<file path="config.mk">
export PLATFORM = sky130hd
export DESIGN_NAME = serial_subtractor_flat
export DESIGN_NICKNAME = d
export VERILOG_FILES = /design/src/rtl/serial_subtractor_pkg.sv /design/src/rtl/serial_subtractor_if.sv /design/src/rtl/serial_subtractor_full_subtractor.sv /design/src/rtl/serial_subtractor.sv /design/src/flat_wrapper.sv
export SDC_FILE = /design/constraint.sdc
export NUM_CORES = 1
export LEC_CHECK = 0
export BUFFER_PORTS_ARGS = -buffer_cell sky130_fd_sc_hd__clkbuf_2
export CAP_MARGIN = 20
export CORE_AREA = 2 2 61 63
export CTS_CLUSTER_DIAMETER = 30
export DETAILED_ROUTE_END_ITERATION = 10
export DIE_AREA = 0 0 63 65
export PLACE_DENSITY = 0.79
export SLEW_MARGIN = 10
export SYNTH_ARGS = -nofsm -noshare
export SYNTH_HDL_FRONTEND = slang
export SYNTH_HIERARCHICAL = 1
export SYNTH_SLANG_ARGS = --single-unit
export TNS_END_PERCENT = 100
</file>
<file path="constraint.sdc">
create_clock -name clk -period 2.23 [get_ports clk]
set_clock_uncertainty 0.2 [all_clocks]
set_input_delay 0.223 -clock clk [delete_from_list [all_inputs] [get_ports clk]]
set_output_delay 0.223 -clock clk [all_outputs]
set_load 0.02 [all_outputs]
</file>
<file path="src/rtl/serial_subtractor_pkg.sv">
// Shared definitions for the bit-serial subtractor: FSM state encoding
// and the width helper for the bit counter.
package serial_subtractor_pkg;

  typedef enum logic [1:0] {
    IDLE  = 2'd0,
    SHIFT = 2'd1,
    DONE  = 2'd2
  } state_t;

  // Counter must hold 0..n-1; never narrower than one bit.
  function automatic int cnt_width(input int n);
    return (n <= 2) ? 1 : $clog2(n);
  endfunction

endpackage

</file>
<file path="src/rtl/serial_subtractor_if.sv">
// Operand/result bus between a controller (master) and the serial subtractor (slave).
interface serial_subtractor_if #(
  parameter int N = 8
);
  logic         start;
  logic [N-1:0] A;
  logic [N-1:0] B;
  logic         bin;
  logic         busy;
  logic         done;
  logic [N-1:0] D;
  logic         borrow;
  logic         overflow;

  modport master (
    output start, A, B, bin,
    input  busy, done, D, borrow, overflow
  );

  modport slave (
    input  start, A, B, bin,
    output busy, done, D, borrow, overflow
  );
endinterface

</file>
<file path="src/rtl/serial_subtractor_full_subtractor.sv">
// One-bit subtract cell: d = a - b - bin with borrow-out.
module full_subtractor (
  input  logic a,
  input  logic b,
  input  logic bin,
  output logic d,
  output logic bout
);
  assign d    = a ^ b ^ bin;
  assign bout = (~a & b) | (~(a ^ b) & bin);
endmodule

</file>
<file path="src/rtl/serial_subtractor.sv">
// Bit-serial N-bit subtractor, LSB first, D = A - B - bin, with a
// start/busy/done handshake. One full_subtractor cell is reused every cycle.
module serial_subtractor
  import serial_subtractor_pkg::*;
#(
  parameter int N = 8
) (
  input  logic                 clk,
  input  logic                 rst,
  serial_subtractor_if.slave   bus
);

  localparam int CNT_W = cnt_width(N);
  localparam logic [CNT_W-1:0] CNT_LAST = CNT_W'(N - 1);

  state_t             state_reg, state_next;
  logic [N-1:0]       a_reg, b_reg, res_reg, d_reg;
  logic               br_reg, borrow_reg, ovf_reg;
  logic [CNT_W-1:0]   cnt_reg;
  logic               diff_bit, bout;
  logic               last_bit;
  logic [N-1:0]       res_next;

  full_subtractor u_cell (
    .a    (a_reg[0]),
    .b    (b_reg[0]),
    .bin  (br_reg),
    .d    (diff_bit),
    .bout (bout)
  );

  assign last_bit = (cnt_reg == CNT_LAST);
  // Result fills from the MSB side so the first (LSB) bit lands at bit 0 after N shifts.
  assign res_next = {diff_bit, res_reg[N-1:1]};

  always_ff @(posedge clk or posedge rst) begin
    if (rst) begin
      state_reg <= IDLE;
    end else begin
      state_reg <= state_next;
    end
  end

  always_comb begin
    state_next = state_reg;
    case (state_reg)
      IDLE:    if (bus.start) state_next = SHIFT;
      SHIFT:   if (last_bit)  state_next = DONE;
      DONE:    state_next = IDLE;
      default: state_next = IDLE;
    endcase
  end

  always_ff @(posedge clk or posedge rst) begin
    if (rst) begin
      a_reg      <= '0;
      b_reg      <= '0;
      res_reg    <= '0;
      br_reg     <= 1'b0;
      cnt_reg    <= '0;
      d_reg      <= '0;
      borrow_reg <= 1'b0;
      ovf_reg    <= 1'b0;
    end else begin
      case (state_reg)
        IDLE: begin
          if (bus.start) begin
            a_reg   <= bus.A;
            b_reg   <= bus.B;
            br_reg  <= bus.bin;
            cnt_reg <= '0;
          end
        end
        SHIFT: begin
          a_reg   <= a_reg >> 1;
          b_reg   <= b_reg >> 1;
          br_reg  <= bout;
          res_reg <= res_next;
          cnt_reg <= cnt_reg + CNT_W'(1);
          if (last_bit) begin
            d_reg      <= res_next;
            borrow_reg <= bout;
            // Signed overflow: borrow into the MSB differs from borrow out of it.
            ovf_reg    <= br_reg ^ bout;
          end
        end
        default: ;
      endcase
    end
  end

  assign bus.busy     = (state_reg == SHIFT);
  assign bus.done     = (state_reg == DONE);
  assign bus.D        = d_reg;
  assign bus.borrow   = borrow_reg;
  assign bus.overflow = ovf_reg;

endmodule

</file>
<file path="src/flat_wrapper.sv">
// flat-port wrapper written by rule: the top's interface ports become plain ports
module serial_subtractor_flat import serial_subtractor_pkg::*;
#(
  parameter int N = 8
)
  (clk, rst, bus_start, bus_A, bus_B, bus_bin, bus_busy, bus_done, bus_D, bus_borrow, bus_overflow);
  serial_subtractor_if #(.N(N)) bus_i ();
  input  logic clk;
  input  logic rst;
  input wire logic [$bits(bus_i.start)-1:0] bus_start;
  input wire logic [$bits(bus_i.A)-1:0] bus_A;
  input wire logic [$bits(bus_i.B)-1:0] bus_B;
  input wire logic [$bits(bus_i.bin)-1:0] bus_bin;
  output wire logic [$bits(bus_i.busy)-1:0] bus_busy;
  output wire logic [$bits(bus_i.done)-1:0] bus_done;
  output wire logic [$bits(bus_i.D)-1:0] bus_D;
  output wire logic [$bits(bus_i.borrow)-1:0] bus_borrow;
  output wire logic [$bits(bus_i.overflow)-1:0] bus_overflow;
  assign bus_i.start = bus_start;
  assign bus_i.A = bus_A;
  assign bus_i.B = bus_B;
  assign bus_i.bin = bus_bin;
  assign bus_busy = bus_i.busy;
  assign bus_done = bus_i.done;
  assign bus_D = bus_i.D;
  assign bus_borrow = bus_i.borrow;
  assign bus_overflow = bus_i.overflow;
  serial_subtractor #(.N(N)) u_core (.clk(clk), .rst(rst), .bus(bus_i));
endmodule
</file>
-- Word-level counts from Yosys, hierarchy flattened
Cells that the tools add are included.
- logic and storage cells: 39
- register bits: 40
- output and inout bits: 12
- input bits: 20
- equality and inequality tests: 5
- muxes and demuxes: 11
- reduce and logical (&&, ||, !) cells: 5
- $add $sub $neg: 1
- bitwise gates (word level): 8
- operators with widths (operator ; count):
    $pmux W8 S2 ; 2
    $mux W8 ; 2
    $pmux W3 S2 ; 1
    $reduce_and A2 Y1 ; 3
    $mux W2 ; 2
    $pmux W2 S2 ; 1
    $add A3 B1 Y3 const B ; 1
    $eq A3 B3 Y1 const B ; 1
    $mux W3 ; 1
    $xor A1 B1 Y1 ; 3
    $and A1 B1 Y1 ; 2
    $eq A2 B1 Y1 const B ; 1
    $eq A2 B2 Y1 const B ; 1
    $logic_not A2 Y1 ; 1
    $ne A2 B1 Y1 const B ; 1
    $ne A2 B2 Y1 const B ; 1
    $not A1 Y1 ; 2
    $pmux W1 S2 ; 1
    $reduce_bool A2 Y1 ; 1
    $mux W1 ; 1
    $or A1 B1 Y1 ; 1

-- Depth between registers and ports, before layout
- depth in word-level cells: 5
- depth in mapped cells: 5
- depth with buffers taken out: 5

-- Hierarchy
Netlist, hierarchy kept.
- modules (own cells, without submodules) (module ; times used ; cells each ; area an instance (µm²)):
    serial_subtractor ; 1 ; 145 ; 1816.7
    full_subtractor ; 1 ; 4 ; 31.3

-- Least setup slack after synthesis
No wires, ideal clock.
- kind: reg2reg
- from: reg u_core.cnt_reg[0]
- to: reg u_core.d_reg[0] (netlist: u_core/bus.D[0])
- data arrival time: 1334 ps
- data required time: 1905 ps
- clock period less this slack: 1659 ps
- buffers on the path: 1
- setup slack: 571 ps
- cell stages (with the launch flop): 6
- cell sequence: dfrtp_1 -> ha_1 -> ha_1 -> nand3b_1 -> buf_4 -> mux2_4
- cells in the longest elaborated chain, start to end: 2
- ends and longest elaborated chain (what ; line ; RTL):
    from (decl) ; serial_subtractor.sv:19 ; logic [CNT_W-1:0] cnt_reg;
    from (signal assigned) ; serial_subtractor.sv:79 ; cnt_reg <= cnt_reg + CNT_W'(1);
    $eq A3 B3 Y1 ; serial_subtractor.sv:32 ; assign last_bit = (cnt_reg == CNT_LAST);
    $reduce_and A2 Y1 (no source line) ; n/a ;
    to (signal assigned) ; serial_subtractor.sv:81 ; d_reg <= res_next;
    to (decl) ; serial_subtractor.sv:17 ; logic [N-1:0] a_reg, b_reg, res_reg, d_reg;
No other way between the ends.
A chain may end at the register's enable or synchronous reset.

-- Worst setup path after layout
- from: reg u_core.state_reg[0]
- to: out bus_busy
- cells in the longest elaborated chain, start to end: 1
- ends and longest elaborated chain (what ; line ; RTL):
    from (decl) ; serial_subtractor.sv:16 ; state_t state_reg, state_next;
    from (signal assigned) ; serial_subtractor.sv:40 ; state_reg <= state_next;
    $eq A2 B1 Y1 ; serial_subtractor.sv:92 ; assign bus.busy = (state_reg == SHIFT);
    to (decl) ; flat_wrapper.sv:14 ; output wire logic [$bits(bus_i.busy)-1:0] bus_busy;
No other way between the ends.

==> out/qor.csv <==
stage,metric,value,unit
die,Core Box Area,3500,um^2
drt,post-route antenna net violation count,0,
finish,Final Core Density,62.9,%
cts,Worst-Skew Late Latency,0.35,ns
drt,Via-to-Cell Ratio,5.14,
die,die area,4100,um^2
critical_path,Worst setup startpoint,u_core/state_reg[0]$_DFFE_PP0P_,
critical_path,crit-path cells,nor2b_4 > clkbuf_2,
cts,clk root buf,clkbuf_4,
die,DIE HEIGHT,65,um
drt,met3 wire length,117,um
finish,# fillers,292,
critical_path,crit path kind,flip-flop to output port,
cts,Clock Tree Buf Depth,2,
critical_path,critical path endpoint category,output port,
critical_path,CP max FO,15,
sta,crit path time final,2.03,ns
synth,sequential share of the synthesized area,52.8,%
sta,final setup TNS,0,ns
die,effective utilization at floorplan,52.9,%
sta,maximum clock frequency,492,MHz
finish,Layout Nets,212,
outcome,run status,finished clean,
global_routing,vias in the first global route,1264,
cts,H-tree levels,2,
drt,WL/cell,14.2,um
drt,DR WL met2,1660,um
critical_path,r2r startpoint,u_core/state_reg[0]$_DFFE_PP0P_,
power_and_ir_drop,P_leak,1.07,nW
synth,syn avg cell area,12.4,um^2
cts,clk sinks,39,
sta,max_slew headroom,50.3,%
power_and_ir_drop,maximum vdd ir drop,599,uV
drt,DRT iter0 DRCs,18,
drt,final wirelength,3380,um
drt,drt pass-1 iters,6,
place,HPWL after detailed placement,2260,um
place,I/O Buffers,31,
synth,Post-Syn Area,1850,um^2
finish,fraction of layout cells with a size suffix above 1,34.2,%
global_routing,first-pass GRT wire length,5800,um
sta,worst slew pin tran,0.744,ns
power_and_ir_drop,Power Density,1370,nW/um^2
die,row cnt,22,
drt,routed length on met1,1560,um
finish,"Area growth, synth to finish",19.0,%
critical_path,CP Launch Type,flip-flop,
die,I/O pins,32,
hold_path,hold crit path type,input pin to flip-flop,
global_routing,initial antenna violation count,0,
synth,post-synthesis cell count,149,
critical_path,CP required,1.81,ns
hold_path,worst hold start,bus_A[3],
finish,Antenna Diode Count,0,
place,Placer Congestion,0.720,
sta,"Period Utilization, post-route",91.2,%
die,Die X,63,um
global_routing,total track usage,18.6,%
critical_path,CP Data Arrival Time,1.61,ns
synth,Yosys cell types,25,
drt,Residual DRC,0,
global_routing,largest net degree at the start of global routing,40,
cts,CTS tree,built,
sta,Fin. Hold Viols,0,
synth,syn nets,172,
global_routing,grt ovf,0,
sta,final setup fails,0,
run,max_cap viols,0,
synth,YS warnings,6,
sta,RSZ-0062 raised after global routing,no,
critical_path,Crit-path slowest cell,dfrtp_1,
critical_path,Slowest Stage Delay on Critical Path,0.61,ns
sta,Final Slew Violations,0,
cts,Clock transition at path regs,0.12,ns
synth,#FFs+latches synth,39,
cts,total CTS buffers,5,
drt,highest routed layer,met4,
drt,DR vias,1223,
through the flow:
stage	setup WS (ns)	cells	total power, mW	hold slack [ns]	instance area (um^2)
after floorplan	0.571	149	2.25	0.156	1850
after global placement	0.446	223	2.46	0.135	2040
after detailed placement	0.335	223	2.54	0.151	2040
after CTS	0.0206	238	3.04	0.00854	2190
after global routing	0.0589	238	3.24	0.0348	2200
final	0.197	238	3.02	0.0158	2200
cell type report:
| cell class | instances | area [um^2] | share of cell area, % |
|---|---|---|---|
| clock buffer | 5 | 37.5 | 1.71 |
| clock inverter | 3 | 43.8 | 1.99 |
| inverter | 20 | 75.1 | 3.41 |
| multi-input combinational | 79 | 736 | 33.4 |
| sequential | 39 | 977 | 44.4 |
| tap | 48 | 60.1 | 2.73 |
| timing repair buffer | 44 | 270 | 12.3 |
Yosys cell counts:
library cell / number / area [um^2]
or2b_1: 1 / 7.51
mux2_4: 9 / 135
mux2_2: 9 / 101
clkbuf_1: 2 / 7.51
nor2b_1: 5 / 31.3
a221oi_1: 3 / 26.3
fa_1: 1 / 20.0
a22o_1: 4 / 35.0
a21oi_1: 1 / 5.00
nor2_1: 1 / 3.75
nand3b_1: 1 / 7.51
a211oi_1: 11 / 82.6
inv_1: 20 / 75.1
dfrtp_1: 39 / 976
o21bai_1: 1 / 7.51
xor2_1: 1 / 8.76
a222oi_1: 1 / 10.0
nor2b_2: 1 / 8.76
ha_1: 2 / 25.0
buf_4: 3 / 22.5
nor4b_1: 11 / 96.3
buf_2: 5 / 25.0
nand2b_1: 1 / 6.26
buf_6: 1 / 11.3
nor3b_1: 15 / 113
final timing paths:
kind / cells past startpoint / slack, ns / to
max in group asynchronous: 4 / 1.18 / u_core/state_reg[1]$_DFFE_PP0P_
worst max register to register: 3 / 0.28 / u_core/a_reg[6]$_DFFE_PP0P_
min in group asynchronous: 4 / 0.29 / u_core/a_reg[1]$_DFFE_PP0P_
worst max-delay path: 2 / 0.20 / bus_busy
worst min-delay path: 3 / 0.02 / u_core/a_reg[3]$_DFFE_PP0P_
worst min register to register: 1 / 0.32 / u_core/cnt_reg[1]$_DFFE_PP0P_
cells by family after synthesis:
| logic type | after synthesis | synth area share [%] |
|---|---|---|
| xor gates and xnor gates | 1 | 0.474 |
| and+or+nand+nor | 36 | 14.8 |
| buffers and inverters | 31 | 7.65 |
| adders and majority gates | 3 | 2.44 |
| DFF | 39 | 52.8 |
| AOI/OAI and AO/OA | 21 | 9.00 |
| muxes | 18 | 12.8 |
per-layer routing:
layer,vias up,track usage (%)
met2,23,31.1
met5,-,0
met1,595,23.2
met4,0,6.67
li1,601,-
met3,4,5.21
power by group:
group / total [mW] / switching, mW / internal, mW
combinational: 1.25 / 0.601 / 0.647
clock: 0.481 / 0.246 / 0.236
sequential: 1.29 / 0.237 / 1.05
total: 3.02 / 1.08 / 1.93
cells in the final DEF, fill, tap and decap left out, types with 2 or more instances in the layout:
| master | count |
|---|---|
| mux2_2 | 9 |
| nor2b_1 | 5 |
| buf_4 | 6 |
| clkbuf_2 | 31 |
| inv_1 | 20 |
| a221oi_1 | 3 |
| a211oi_1 | 11 |
| a22o_1 | 4 |
| dfrtp_1 | 38 |
| nor4b_1 | 11 |
| clkbuf_4 | 5 |
| ha_1 | 2 |
| mux2_4 | 9 |
| nor3b_1 | 15 |
| dlygate4sd3_1 | 7 |
worst max-delay path: cells and delay by family (launching register included):
kind,cells,cell delay (ns)
buf+inv,1,0.23
flops,1,0.61
simple gates,1,0.41
what timing repair did:
action	CTS	global route
endpoints found under the hold margin	45	0
gates resized for setup	0	2
hold buffers	7	0
setup buffers	0	0
endpoints found under the setup margin	0	1
Power figures use the tool's default switching activity.
